===== src/rtl/riscv_pkg.sv =====
// riscv_pkg: shared LSU state encoding, access-size constants and bus-lane helpers.
package riscv_pkg;
  typedef enum logic [1:0] {IDLE, REQ, RESP, DONE} lsu_state_t;
  localparam logic [1:0] MEM_B = 2'd0;
  localparam logic [1:0] MEM_H = 2'd1;
  localparam logic [1:0] MEM_W = 2'd2;
  function automatic logic [3:0] lsu_be(input logic [1:0] len, input logic [1:0] off);
    return len == MEM_B ? 4'b0001 << off : len == MEM_H ? 4'b0011 << off : 4'b1111;
  endfunction
  function automatic logic [31:0] lsu_wdata(input logic [1:0] len, input logic [31:0] wd);
    return len == MEM_B ? {4{wd[7:0]}} : len == MEM_H ? {2{wd[15:0]}} : wd;
  endfunction
endpackage


===== src/rtl/lsu_load_align.sv =====
// lsu_load_align: shifts the addressed lane down and sign/zero-extends it.
module lsu_load_align
  import riscv_pkg::*;
(
  input  logic [31:0] data_rdata,
  input  logic [1:0]  off,
  input  logic [1:0]  len,
  input  logic        sign,
  output logic [31:0] result
);
  logic [31:0] s;
  always_comb begin
    s = data_rdata >> {off, 3'b000};
    result = len == MEM_B ? {{24{sign & s[7]}}, s[7:0]} :
             len == MEM_H ? {{16{sign & s[15]}}, s[15:0]} : s;
  end
endmodule


===== src/rtl/load_store_unit.sv =====
// load_store_unit: RV32I data-memory access FSM over a req/gnt/rvalid bus,
// with load formatting, pipeline stall and misaligned/bus-error reporting.
module load_store_unit
  import riscv_pkg::*;
(
  input  logic        clk,
  input  logic        rst_n,
  input  logic        ex_valid,
  input  logic        L,
  input  logic        wmem,
  input  logic [1:0]  mem_len,
  input  logic        mem_sign,
  input  logic [31:0] addr,
  input  logic [31:0] wdata,
  output logic        lsu_busy,
  output logic        lsu_done,
  output logic [31:0] rdata_out,
  output logic        misaligned_load,
  output logic        misaligned_store,
  output logic        access_fault,
  output logic [31:0] fault_addr,
  output logic        data_req,
  input  logic        data_gnt,
  output logic [31:0] data_addr,
  output logic        data_we,
  output logic [3:0]  data_be,
  output logic [31:0] data_wdata,
  input  logic        data_rvalid,
  input  logic [31:0] data_rdata,
  input  logic        data_err
);
  lsu_state_t  state_q, state_d;
  logic [1:0]  len_q, len_d, off_q, off_d;
  logic        sign_q, sign_d, load_q, load_d;
  logic        req_q, req_d, we_q, we_d, done_q, done_d;
  logic [31:0] baddr_q, baddr_d, bwdata_q, bwdata_d;
  logic [3:0]  be_q, be_d;
  logic [31:0] rdata_q, rdata_d, faddr_q, faddr_d;
  logic        mld_q, mld_d, mst_q, mst_d, af_q, af_d;
  logic        memop, mis;
  logic [31:0] load_res;
  assign memop = ex_valid & (L | wmem);
  assign mis = (mem_len == MEM_H & addr[0]) | (mem_len[1] & |addr[1:0]);
  lsu_load_align u_align (
    .data_rdata(data_rdata),
    .off(off_q),
    .len(len_q),
    .sign(sign_q),
    .result(load_res)
  );
  always_comb begin
    state_d = state_q;
    len_d = len_q;
    off_d = off_q;
    sign_d = sign_q;
    load_d = load_q;
    req_d = req_q;
    we_d = we_q;
    done_d = done_q;
    baddr_d = baddr_q;
    bwdata_d = bwdata_q;
    be_d = be_q;
    rdata_d = rdata_q;
    faddr_d = faddr_q;
    mld_d = mld_q;
    mst_d = mst_q;
    af_d = af_q;
    case (state_q)
      IDLE: if (memop && mis) begin
        mld_d = L;
        mst_d = !L;
        af_d = 1'b0;
        rdata_d = '0;
        faddr_d = addr;
        done_d = 1'b1;
        state_d = DONE;
      end else if (memop) begin
        len_d = mem_len;
        off_d = addr[1:0];
        sign_d = mem_sign;
        load_d = L;
        req_d = 1'b1;
        we_d = !L;
        baddr_d = {addr[31:2], 2'b00};
        be_d = lsu_be(mem_len, addr[1:0]);
        bwdata_d = lsu_wdata(mem_len, wdata);
        state_d = REQ;
      end
      REQ: if (data_gnt) begin
        req_d = 1'b0;
        state_d = RESP;
      end
      RESP: if (data_rvalid) begin
        mld_d = 1'b0;
        mst_d = 1'b0;
        af_d = data_err;
        rdata_d = load_q && !data_err ? load_res : '0;
        faddr_d = data_err ? addr : '0;
        done_d = 1'b1;
        state_d = DONE;
      end
      default: begin
        done_d = 1'b0;
        state_d = IDLE;
      end
    endcase
  end
  always_ff @(posedge clk) begin
    if (!rst_n) begin
      state_q <= IDLE;
      len_q <= '0;
      off_q <= '0;
      sign_q <= 1'b0;
      load_q <= 1'b0;
      req_q <= 1'b0;
      we_q <= 1'b0;
      done_q <= 1'b0;
      baddr_q <= '0;
      bwdata_q <= '0;
      be_q <= '0;
      rdata_q <= '0;
      faddr_q <= '0;
      mld_q <= 1'b0;
      mst_q <= 1'b0;
      af_q <= 1'b0;
    end else begin
      state_q <= state_d;
      len_q <= len_d;
      off_q <= off_d;
      sign_q <= sign_d;
      load_q <= load_d;
      req_q <= req_d;
      we_q <= we_d;
      done_q <= done_d;
      baddr_q <= baddr_d;
      bwdata_q <= bwdata_d;
      be_q <= be_d;
      rdata_q <= rdata_d;
      faddr_q <= faddr_d;
      mld_q <= mld_d;
      mst_q <= mst_d;
      af_q <= af_d;
    end
  end
  assign lsu_busy = memop & (state_q != DONE);
  assign lsu_done = done_q;
  assign rdata_out = rdata_q;
  assign misaligned_load = mld_q;
  assign misaligned_store = mst_q;
  assign access_fault = af_q;
  assign fault_addr = faddr_q;
  assign data_req = req_q;
  assign data_addr = baddr_q;
  assign data_we = we_q;
  assign data_be = be_q;
  assign data_wdata = bwdata_q;
endmodule


===== config.mk =====
export PLATFORM = sky130hd
export DESIGN_NAME = load_store_unit
export DESIGN_NICKNAME = d
export VERILOG_FILES = /design/src/rtl/riscv_pkg.sv /design/src/rtl/lsu_load_align.sv /design/src/rtl/load_store_unit.sv
export SDC_FILE = /design/constraint.sdc
export NUM_CORES = 1
export LEC_CHECK = 0
export BUFFER_PORTS_ARGS = -buffer_cell sky130_fd_sc_hd__buf_2
export CAP_MARGIN = 20
export CORE_MARGIN = 2
export CORE_UTILIZATION = 46
export DETAILED_ROUTE_END_ITERATION = 6
export GPL_TIMING_DRIVEN = 1
export MAX_ROUTING_LAYER = met4
export PLACE_DENSITY_LB_ADDON = 0.2
export SLEW_MARGIN = 20
export SYNTH_ARGS = -nofsm -noshare
export SYNTH_HDL_FRONTEND = slang
export SYNTH_SLANG_ARGS = --single-unit

===== constraint.sdc =====
create_clock -name clk -period 1.96 [get_ports clk]
set_input_delay 0.196 -clock clk [delete_from_list [all_inputs] [get_ports clk]]
set_output_delay 0.196 -clock clk [all_outputs]
set_load 0.005 [all_outputs]

==> out/results.txt <==
initial antenna violation count - 0
Worst path slowest cell - or4_4
Leak - 4.10 nW
First DRT Iteration DRCs - 503
synthesized area - 7140 sq um
nets@finish - 1,174
placed cells - 1,224
setup violators final - 0
Worst Hold Class - primary input to flip-flop
GRT overflow - 0
Distinct cells, synth - 51
share of post-route cells with drive strength above 1 - 33.9%
fin worst setup slack - 0.0470 ns
I/O pin count - 246
Post-Place Setup Slack - -0.00248 ns
Req. time, crit path - 2.30 ns
floorplan die width - 129 microns
WP data arrival - 2.25 ns
first-pass GRT wire length - 32,600 microns
Critical Path Start Type - flip-flop
RSZ-0062 raised after global routing - yes
post-synthesis sequential area ratio - 40.4%
Clock Skew - 0.00878 ns
Post-synth EDFFs - 0
most common cell after layout, fill and taps aside - buf_2
Avg Cell Area, Syn - 8.41 sq um
Antenna Nets Post-Route - 0
Max Cap Viol - 0
pwr dens - 1300 nW/um^2
YS warnings - 0
worst vdd ir - 1.12 mV
Worst-Skew Late Latency - 0.42 ns
Via Count - 7,161
Tightest Pin Transition - 0.652 ns
# rows - 45
total core area - 15,200 sq um
Vias/cell - 5.68
# DRC - 0
minimum clock period - 1.91 ns
overall routing resource usage - 25.6%
dpl hpwl - 14,600 microns
Finished Core Util - 62.1%
most frequent cells in the layout - buf_2, nand2_1, dfxtp_1, a21oi_1, o31ai_1
die height - 129 microns
vias in the first global route - 6,542
largest net degree at the start of global routing - 60
Post-Synthesis Cells - 849
Final Max Tran Viols - 0
DR pass1 iterations - 5
clk buf depth - 2
cts hold-fix bufs - 0
critical path class - flip-flop to flip-flop
Setup TNS Final - 0 ns
status - complete, no violations
WL/cell - 17.1 microns
Post-synth top flop - dfxtp_1
drt total wl - 21,500 microns
Non-Filler Instances - 1,260
Initial Utilization - 47.0%
ys async rst share - 0%
crit path cell chain - buf_4 -> ha_1 -> nor2b_1 -> a21o_4 -> buf_16 -> or4_4 -> a21oi_2
Clock Root Buffer - clkbuf_16
routability cong. - 0.871
number of clock sinks - 144
worst-path fanout max - 29
# H-tree levels - 4
relative slew slack - 56.6%
Final Hold Fails - 0
final period utilization - 97.6%
count of state elements after synthesis - 144
CTS tree - built
Crit. End Element - flip-flop
Inserted Diodes - 0
f_max - 0.523 GHz
port bufs - 243
synth-to-layout area growth - 32.2%
CTS buffer count - 17
CTS clk-pin slew, worst paths - 0.06 ns
Crit path largest cell delay - 0.48 ns
die area - 16,500 sq um
==> where the power goes <==
group          internal, mW  switching, mW
Combinational          2.05           3.03
Clock                  2.26           1.26
Sequential             3.40          0.235
Total                  7.71           4.52
==> layout make-up <==
class                   instances  area (sq um)
multi-input cells             603          3860
clock inverters                 9           154
fillers                      1385          5760
well taps                     188           235
repair buffers                286          1790
inverters                       7          28.8
clock buffers                  23           488
flip-flops and latches        144          2880
==> state kept, by name, summed over array words and instances, names as in the netlist <==
signal            count
data_be               4
rdata_out            32
load_q                1
data_wdata           32
data_addr            30
data_we               1
off_q                 2
misaligned_load       1
fault_addr           32
misaligned_store      1
access_fault          1
state_q               2
data_req              1
lsu_done              1
sign_q                1
len_q                 2
==> worst paths after layout <==
check	depth (start not counted)	end	start	slack [ns]
worst max-delay path	7	state_q[0]$_SDFFE_PN0P_	state_q[1]$_SDFFE_PN0P_	0.05
worst min-delay path	3	data_addr[16]$_SDFFE_PN0P_	addr[16]	0.02
worst max register to register	7	state_q[0]$_SDFFE_PN0P_	state_q[1]$_SDFFE_PN0P_	0.05
worst min register to register	2	data_addr[4]$_SDFFE_PN0P_	data_addr[4]$_SDFFE_PN0P_	0.45
==> routing by layer <==
metal | GRT usage [%] | share of wire (%) | up-vias
met3 | 6.32 | 6.6 | 23
met1 | 32.3 | 44 | 3342
met5 | - | 0 | -
met4 | 6.39 | 1.3 | 0
li1 | - | - | 3520
met2 | 41.2 | 48 | 276
==> cell usage after synthesis, types with 9 or more instances <==
master | instances | share of area, %
a21oi_1 | 111 | 7.8
clkbuf_1 | 57 | 3.0
o311ai_0 | 12 | 1.5
dfxtp_1 | 144 | 40
or4_1 | 41 | 4.3
buf_6 | 9 | 1.4
o311ai_1 | 12 | 1.5
a211oi_1 | 12 | 1.3
mux2i_1 | 33 | 4.6
o21ai_0 | 45 | 3.2
buf_2 | 18 | 1.3
nor2_1 | 27 | 1.4
o31ai_1 | 50 | 5.3
nand2_1 | 172 | 9.0
==> through the flow <==
step           hold slack, ns  area, sq um  power, mW
6_report               0.0243         9440       12.2
5_1_grt                0.0171         9440       12.9
4_1_cts                0.0107         9260       11.8
3_5_place_dp            0.444         8620       8.26
3_3_place_gp            0.438         8620       8.20
2_1_floorplan           0.287         7160       6.59
==> timing repair <==
action                                  4_1_cts  5_1_grt
resized for setup                             1       22
endpoints found under the setup margin        1       72
pin swaps                                     0        6
hold endpoints to repair                      0        0
buffers inserted                              0        2
gates cloned                                  0        2
==> worst max-delay path: cells and delay by family, from the launching register on <==
kind	cells	cell delay [ns]
flip-flops	1	0.31
AO/OA/AOI/OAI	2	0.39
buffers and inverters	2	0.31
AND/OR/NAND/NOR	2	0.64
adder cells (fa/ha/maj)	1	0.18
==> cells by family (layout without fill, tap and decap cells) <==
family | count (synthesis) | in the layout | synth area share, %
other cells | 1 | 2 | 0.0525
simple gates | 277 | 277 | 18.5
fa+ha+maj | 8 | 8 | 1.40
buf+inv | 103 | 325 | 7.29
compound gates | 275 | 275 | 25.2
flops | 144 | 144 | 40.4
mux | 41 | 41 | 7.20
Note: power is estimated with default switching activity, not from simulation.
